## src/rtl/fb_write_arbiter.sv

```systemverilog
// Round-robin arbiter sharing the frame-buffer write port among up to four
// pixel generators, with bounded bursts and a one-entry output register.
module fb_write_arbiter #(
  parameter int unsigned NUM_REQ   = 4,
  parameter int unsigned MAX_BURST = 8
) (
  input  logic                   clk,
  input  logic                   rst_,
  input  logic [32*NUM_REQ-1:0]  req_data,
  input  logic [16*NUM_REQ-1:0]  req_addr,
  input  logic [4*NUM_REQ-1:0]   req_wben,
  input  logic [NUM_REQ-1:0]     req_rts,
  output logic [NUM_REQ-1:0]     req_rtr,
  output logic [31:0]            mem_data,
  output logic [15:0]            mem_addr,
  output logic [3:0]             mem_wben,
  output logic                   mem_rts,
  input  logic                   mem_rtr,
  output logic [1:0]             grant_id,
  output logic                   busy
);

  typedef enum logic {IDLE, GRANT} state_e;

  state_e      state_q, state_d;
  logic [1:0]  owner_q, owner_d;
  logic [1:0]  rr_ptr_q, rr_ptr_d;
  logic [7:0]  burst_cnt_q, burst_cnt_d;

  logic        mem_rts_q, mem_rts_d;
  logic [31:0] mem_data_q, mem_data_d;
  logic [15:0] mem_addr_q, mem_addr_d;
  logic [3:0]  mem_wben_q, mem_wben_d;

  logic        reg_free, own_rts, own_xfc, last_beat, found;
  logic [31:0] sel_data;
  logic [15:0] sel_addr;
  logic [3:0]  sel_wben;
  logic [1:0]  pick, next_ptr;
  logic [2*NUM_REQ-1:0] rts_dbl, rts_rot;

  assign reg_free  = !mem_rts_q || mem_rtr;
  assign own_xfc   = (state_q == GRANT) && own_rts && reg_free;
  assign last_beat = (burst_cnt_q + 8'd1) == 8'(MAX_BURST);
  assign next_ptr  = (owner_q == 2'(NUM_REQ-1)) ? 2'd0 : owner_q + 2'd1;

  always_comb begin
    sel_data = '0;
    sel_addr = '0;
    sel_wben = '0;
    own_rts  = 1'b0;
    for (int unsigned i = 0; i < NUM_REQ; i++) begin
      if (owner_q == 2'(i)) begin
        sel_data = req_data[32*i +: 32];
        sel_addr = req_addr[16*i +: 16];
        sel_wben = req_wben[4*i +: 4];
        own_rts  = req_rts[i];
      end
    end
  end

  // Rotating a doubled copy puts rr_ptr at bit 0, so a fixed low-first scan is fair.
  always_comb begin
    rts_dbl = {req_rts, req_rts};
    rts_rot = rts_dbl >> rr_ptr_q;
    found   = 1'b0;
    pick    = '0;
    for (int unsigned k = 0; k < NUM_REQ; k++) begin
      if (!found && rts_rot[k]) begin
        found = 1'b1;
        pick  = 2'((32'(rr_ptr_q) + k) % NUM_REQ);
      end
    end
  end

  always_ff @(posedge clk or negedge rst_) begin
    if (!rst_) begin
      state_q     <= IDLE;
      owner_q     <= '0;
      rr_ptr_q    <= '0;
      burst_cnt_q <= '0;
    end else begin
      state_q     <= state_d;
      owner_q     <= owner_d;
      rr_ptr_q    <= rr_ptr_d;
      burst_cnt_q <= burst_cnt_d;
    end
  end

  always_comb begin
    state_d     = state_q;
    owner_d     = owner_q;
    rr_ptr_d    = rr_ptr_q;
    burst_cnt_d = burst_cnt_q;
    case (state_q)
      IDLE: begin
        if (found) begin
          state_d     = GRANT;
          owner_d     = pick;
          burst_cnt_d = '0;
        end
      end
      GRANT: begin
        if (own_xfc) begin
          burst_cnt_d = burst_cnt_q + 8'd1;
          if (last_beat) begin
            state_d  = IDLE;
            rr_ptr_d = next_ptr;
          end
        end else if (!own_rts) begin
          state_d  = IDLE;
          rr_ptr_d = next_ptr;
        end
      end
      default: state_d = IDLE;
    endcase
  end

  always_comb begin
    req_rtr = '0;
    for (int unsigned i = 0; i < NUM_REQ; i++) begin
      req_rtr[i] = (state_q == GRANT) && (owner_q == 2'(i)) && reg_free;
    end
    busy     = (state_q == GRANT);
    grant_id = owner_q;
    mem_rts  = mem_rts_q;
    mem_data = mem_data_q;
    mem_addr = mem_addr_q;
    mem_wben = mem_wben_q;
  end

  // The output word lives independently of the grant; only a load or a drain touches it.
  always_comb begin
    mem_rts_d  = mem_rts_q;
    mem_data_d = mem_data_q;
    mem_addr_d = mem_addr_q;
    mem_wben_d = mem_wben_q;
    if (own_xfc) begin
      mem_rts_d  = 1'b1;
      mem_data_d = sel_data;
      mem_addr_d = sel_addr;
      mem_wben_d = sel_wben;
    end else if (mem_rtr) begin
      mem_rts_d  = 1'b0;
    end
  end

  always_ff @(posedge clk or negedge rst_) begin
    if (!rst_) begin
      mem_rts_q  <= 1'b0;
      mem_data_q <= '0;
      mem_addr_q <= '0;
      mem_wben_q <= '0;
    end else begin
      mem_rts_q  <= mem_rts_d;
      mem_data_q <= mem_data_d;
      mem_addr_q <= mem_addr_d;
      mem_wben_q <= mem_wben_d;
    end
  end

endmodule

```

## config.mk

```make
export PLATFORM = sky130hd
export DESIGN_NAME = fb_write_arbiter
export DESIGN_NICKNAME = d
export VERILOG_FILES = /design/src/rtl/fb_write_arbiter.sv
export SDC_FILE = /design/constraint.sdc
export NUM_CORES = 1
export LEC_CHECK = 0
export ABC_AREA = 1
export CAP_MARGIN = 20
export CORE_UTILIZATION = 24
export CTS_BUF_LIST = sky130_fd_sc_hd__clkbuf_4 sky130_fd_sc_hd__clkbuf_8
export DETAILED_ROUTE_END_ITERATION = 6
export PLACE_DENSITY_LB_ADDON = 0.15
export REMOVE_ABC_BUFFERS = 1
export SETUP_SLACK_MARGIN = 0.3
export SYNTH_ARGS = -nofsm -noshare
export SYNTH_HDL_FRONTEND = slang
export SYNTH_SLANG_ARGS = --single-unit
```

## constraint.sdc

```tcl
create_clock -name clk -period 4 [get_ports clk]
set_clock_uncertainty 0.1 [all_clocks]
set_input_delay 0.8 -clock clk [delete_from_list [all_inputs] [get_ports clk]]
set_output_delay 0.8 -clock clk [all_outputs]
set_load 0.02 [all_outputs]
```

# After elaboration in Yosys (flattened, before gate mapping)

Index checks and enable logic that the tools add are counted.
Widths: inputs -> output; s select.

Register bits after elaboration: 66
Logic and storage cells: 84
Input bits: 215
Output and inout bits: 60

Muxes and demuxes: 38
Reduce and logical (&&, ||, !) cells: 23
Bitwise logic cells: 1
Eq/ne operators: 8
Add/subtract/negate cells: 5
Shift-type cells: 1

Operator list:

| operator            | count |
|---|---|
| $mux 32             | 4 |
| $mux 16             | 4 |
| $mux 2              | 8 |
| $mux 4              | 4 |
| $mux 8              | 2 |
| $pmux 8 s2          | 1 |
| $mux 1              | 14 |
| $logic_and 1x1->1   | 13 |
| $add 8x1->8 const B | 1 |
| $eq 8x4->1 const B  | 1 |
| $shr 8x2->4         | 1 |
| $ne 2x1->1 const B  | 3 |
| $add 2x1->2 const B | 2 |
| $add 2x2->2 const B | 2 |
| $eq 2x2->1 const B  | 2 |
| $logic_not 1->1     | 4 |
| $reduce_and 2->1    | 2 |
| $reduce_and 3->1    | 1 |
| $eq 2x1->1 const B  | 1 |
| $logic_not 2->1     | 1 |
| $ne 2x2->1 const B  | 1 |
| $pmux 1 s2          | 1 |
| $reduce_bool 2->1   | 1 |
| $logic_or 1x1->1    | 1 |
| $not 1->1           | 1 |

# Logic depth before layout (Yosys ltp)

Word-level depth: 13
Gate-level depth with buffers: 15
Mapped depth without buffers: 14

# Least setup slack after synthesis

No wires, ideal clock.

Path type: register to output
From: register owner_q[0] (netlist: grant_id[0])
To: output port req_rtr[3]
Cell stages (with the launch flop): 6
Arrival: 1.816 ns
Path slack: 1.284 ns
Path buffers: 2
Data required time: 3.100 ns
Cell sequence: dfrtp_1 > ha_1 > clkbuf_1 > inv_1 > clkbuf_1 > nor3_1

Word-level cells in the longest chain between the ends: 3

Ends and longest elaborated chain:

| item                           | RTL line | RTL |
|---|---|---|
| start: declaration             | 26       | `logic [1:0] owner_q, owner_d;` |
| start signal: assignment       | 84       | `owner_q <= owner_d;` |
| $eq 2x2->1                     | 122      | `req_rtr[i] = (state_q == GRANT) && (owner_q == 2'(i)) && reg_free;` |
| $logic_and 1x1->1 (2 in a row) | 122      |  |
| end: declaration               | 13       | `output logic [NUM_REQ-1:0] req_rtr,` |

Every way passes these cells.

# Worst setup path in the final report

From: input port mem_rtr
To: output port req_rtr[0]

Word-level cells in the longest chain between the ends: 2

Ends and longest elaborated chain:

| item               | RTL line | RTL |
|---|---|---|
| start: declaration | 18       | `input logic mem_rtr,` |
| $logic_or 1x1->1   | 42       | `assign reg_free = !mem_rts_q \|\| mem_rtr;` |
| $logic_and 1x1->1  | 122      |  |

Every way passes these cells.

==> results by stage <==
Critical path:
- The worst register-to-register path begins at grant_id[1]$_DFFE_PN0P_.
- The path depth of the worst reg2reg path is 12.
- The startpoint type of the worst setup path is an input pin.
- The worst register-to-register path ends at mem_data[26]$_DFFE_PN0P_.
- The setup slack of the worst register-to-register path is 1.14 ns.
- In this run the worst path has a maximum fanout of 6.
- For the worst setup path, the data required time is 3.10 ns.
- The capture point of the worst path is req_rtr[0].
- The endpoint type of the worst setup path is a primary output.
- The data arrival at the endpoint of the critical path is 2.39 ns.
- The critical path is of the in2out type.
- The worst setup path startpoint is mem_rtr.

Min path:
- The type of the worst min-delay path is reg2reg.

Synthesis:
- The post-synthesis cell type count is 21.
- Synthesis inferred 66 register bits.
- The synthesized area is 4480 um2.
- The flip-flop cell with the highest count after synthesis is sky130_fd_sc_hd__dfrtp_1.
- The share of async-settable or async-resettable flops after synthesis is 100%.
- The number of enable-type register cells in the synthesized netlist is 0.
- The average cell area after synthesis is 7.17 um2.
- The number of cells produced by synthesis is 625.
- Yosys printed 0 warnings.
- The sequential area share after synthesis is 36.9%.

Placement:
- Once placement finished, the instance area stood at 7340 um2.
- The final HPWL from detailed placement is 11.6 mm.
- At the end of routability-driven placement, the weighted congestion stood at 0.733.
- The count of port buffers added during placement is 274.
- The count of placed standard cells including taps is 1085.
- OpenSTA, run right after detailed placement, puts the worst setup slack at 0.727 ns.

Status:
- The checks that failed: design-rule violations.
- The run finished, with violations left.

GRT:
- In the global route stage, overall resource usage came out at 17.1%.
- The total global routing overflow is 0.
- Entering global routing, the biggest net connects 99 pins.
- The via count of the first global-routing pass is 4892.
- The initial antenna violation count came to 0.
- The global-route wire length before repair is 25.8 mm.

Final layout:
- Leaving out fill and tap cells, the most frequent cells in the layout are sky130_fd_sc_hd__clkdlybuf4s50_1, sky130_fd_sc_hd__nand2_1, sky130_fd_sc_hd__o21ai_0.
- The total inserted antenna cells is 0.
- Summing all non-filler instances in the final layout gives an area of 7560 um2.
- Compared with the post-synthesis result, the final layout area differs by 68.8%.
- Fill cells in the final layout number 1860.
- The finished layout holds 1101 standard cells, fillers aside.
- The layout cell share with drive strength beyond 1 is 3.56%.
- Leaving out fill and tap cells, the most frequent cell in the layout is sky130_fd_sc_hd__clkdlybuf4s50_1.
- The final layout contains 1087 nets.
- Cells fill 41.7% of the core in the end.

STA:
- Setup repair after global routing left no endpoint under its margin.
- The highest clock rate is 304 MHz.
- Summed over all failing endpoints, the final setup total negative slack is 0 ns.
- After layout, the minimum clock period comes to 3.29 ns.
- The share of the clock period used by the worst path after layout is 82.2%.
- The count of final hold-check violations came to 0.
- The setup slack of the critical path after layout is 0.713 ns.
- The number of pins with negative max-slew slack in the final report is 0.
- The transition time at the pin with the least slew margin is 0.869 ns.
- The worst-case headroom to the max-slew limit is 42.1%.
- The number of failing setup endpoints in the final timing report is 0.

Power and ir drop:
- IR analysis of the VDD net gives a maximum drop of 230 uV.
- Summed over all cells, the static leakage comes to 3.03 nW.
- The power density of the placed cells is 615 nW/um2.

Clock network:
- The clock root buffer master is sky130_fd_sc_hd__clkbuf_8.
- After clock tree synthesis, the setup repair step added 0 buffers.
- In this run, CTS created clock tree buffers numbering 9.
- Clock-pin slew was measured on the worst setup and hold paths at 0.07 ns.
- TritonCTS built the clock tree.
- Clock latency on the worst-skew pair, taken at its later pin, is 0.35 ns.
- The maximum count of clock buffers along a single path is 2.
- The number of hold buffers added after CTS was 0.
- In this run, post-CTS repair resized a total of 0 instances.
- The tree built by TritonCTS fans out to 66 sinks.
- The number of H-tree levels is 3.

Drt:
- In this run the remaining antenna-violating nets after routing total 0.
- The number of search-and-repair iterations in the first detailed-routing pass is 7.
- Detailed routing inserted a total of 4979 vias.
- The count of routing violations after the opening detailed-route iteration is 189.
- In the routed design, unresolved DRC markers number 8.
- After detailed routing, the total wire length is 16.0 mm.
- The via count normalized by instance count is 4.52.
- Dividing the detail-routed wire length by the instance count gives 14.5 um.

Floorplanning:
- The die is 139 um wide.
- The die height is 139 um.
- The initial utilization of the core area, before any placement, comes to 24.7%.
- 275 I/O pins were placed.
- The floorplan step defined a die boundary enclosing 19200 um2.
- The initialized floorplan defines 49 standard-cell rows.
- In this run the standard cell core region covers 18100 um2.

Flow run:
- The max-capacitance violation count is 0.
## where the power goes
group | total (W) | leakage (nW) | switching (W) | internal [W]
registers | 0.00109 | 0.858 | 0.000172 | 0.000915
clock network | 0.000638 | 0.113 | 0.000265 | 0.000373
logic | 0.00292 | 2.06 | 0.00172 | 0.00121
## cell families (layout without fill, tap and decap cells)
kind of cell | Yosys count | after routing | synth area share [%]
AND/OR/NAND/NOR | 255 | 255 | 23.1
AO/OA/AOI/OAI | 226 | 226 | 31.1
buffers and inverters | 72 | 319 | 7.34
flip-flops | 66 | 66 | 36.9
adder cells (fa/ha/maj) | 5 | 5 | 1.40
XOR/XNOR | 1 | 1 | 0.196
## cells in the mapped netlist (all sizes together) (3+ instances only)
library cell	n	area, um2
ha	5	62.6
a22oi	52	390
o21ai	119	596
inv	23	86.3
a21boi	53	398
clkbuf	37	139
nand3	18	90.1
buf	12	104
nor2	19	104
nand4	5	31.3
nor3	3	15.0
dfrtp	66	1650
nand2	209	787
## registers in the layout, summed over array words and instances, names as in the netlist
signal / flops
rr_ptr_q: 2
burst_cnt_q: 8
mem_wben: 4
grant_id: 2
busy: 1
mem_data: 32
mem_addr: 16
mem_rts: 1
## worst max-delay path, cell delays in order
cell and delay, ns:
sky130_fd_sc_hd__clkdlybuf4s50_1 0.43, sky130_fd_sc_hd__nor2_1 0.50, sky130_fd_sc_hd__nor3_1 0.10, sky130_fd_sc_hd__clkdlybuf4s50_1 0.56
## area by class of cell
class,instances,area (um2),share of cell area [%]
Clock buffer,11,145,1.92
Clock inverter,5,77.6,1.03
Timing Repair Buffer,280,2800,37.0
Sequential cell,66,1650,21.8
Tap cell,229,287,3.79
Inverter,23,87.6,1.16
Multi-Input combinational cell,487,2520,33.3
## through the flow
stage,hold slack (ns),total power (W)
global route,0.416,0.00514
floorplan,0.397,0.00279
detailed placement,0.376,0.00409
global placement,0.367,0.00408
CTS,0.396,0.00476
finish,0.389,0.00465
## worst min path at each step
| stage | from | to | slack (ns) | cells past startpoint |
|---|---|---|---|---|
| CTS | mem_data[23]$_DFFE_PN0P_ | mem_data[23]$_DFFE_PN0P_ | 0.40 | 2 |
| global placement | mem_data[8]$_DFFE_PN0P_ | mem_data[8]$_DFFE_PN0P_ | 0.37 | 2 |
| detailed placement | mem_data[23]$_DFFE_PN0P_ | mem_data[23]$_DFFE_PN0P_ | 0.38 | 2 |
| finish | mem_data[12]$_DFFE_PN0P_ | mem_data[12]$_DFFE_PN0P_ | 0.39 | 2 |
| global route | mem_addr[11]$_DFFE_PN0P_ | mem_addr[11]$_DFFE_PN0P_ | 0.42 | 2 |
| floorplan | rst_ | burst_cnt_q[0]$_DFFE_PN0P_ | 0.40 | 0 |
## metal layers
metal	GRT usage (%)	part of all wire, %	vias up
met4	3.33	0.71	0
met2	29.9	50	155
met3	6.70	8.3	9
li1	-	-	2615
met5	0	0	-
met1	19.7	41	2200
Power figures use the tool's default switching activity.
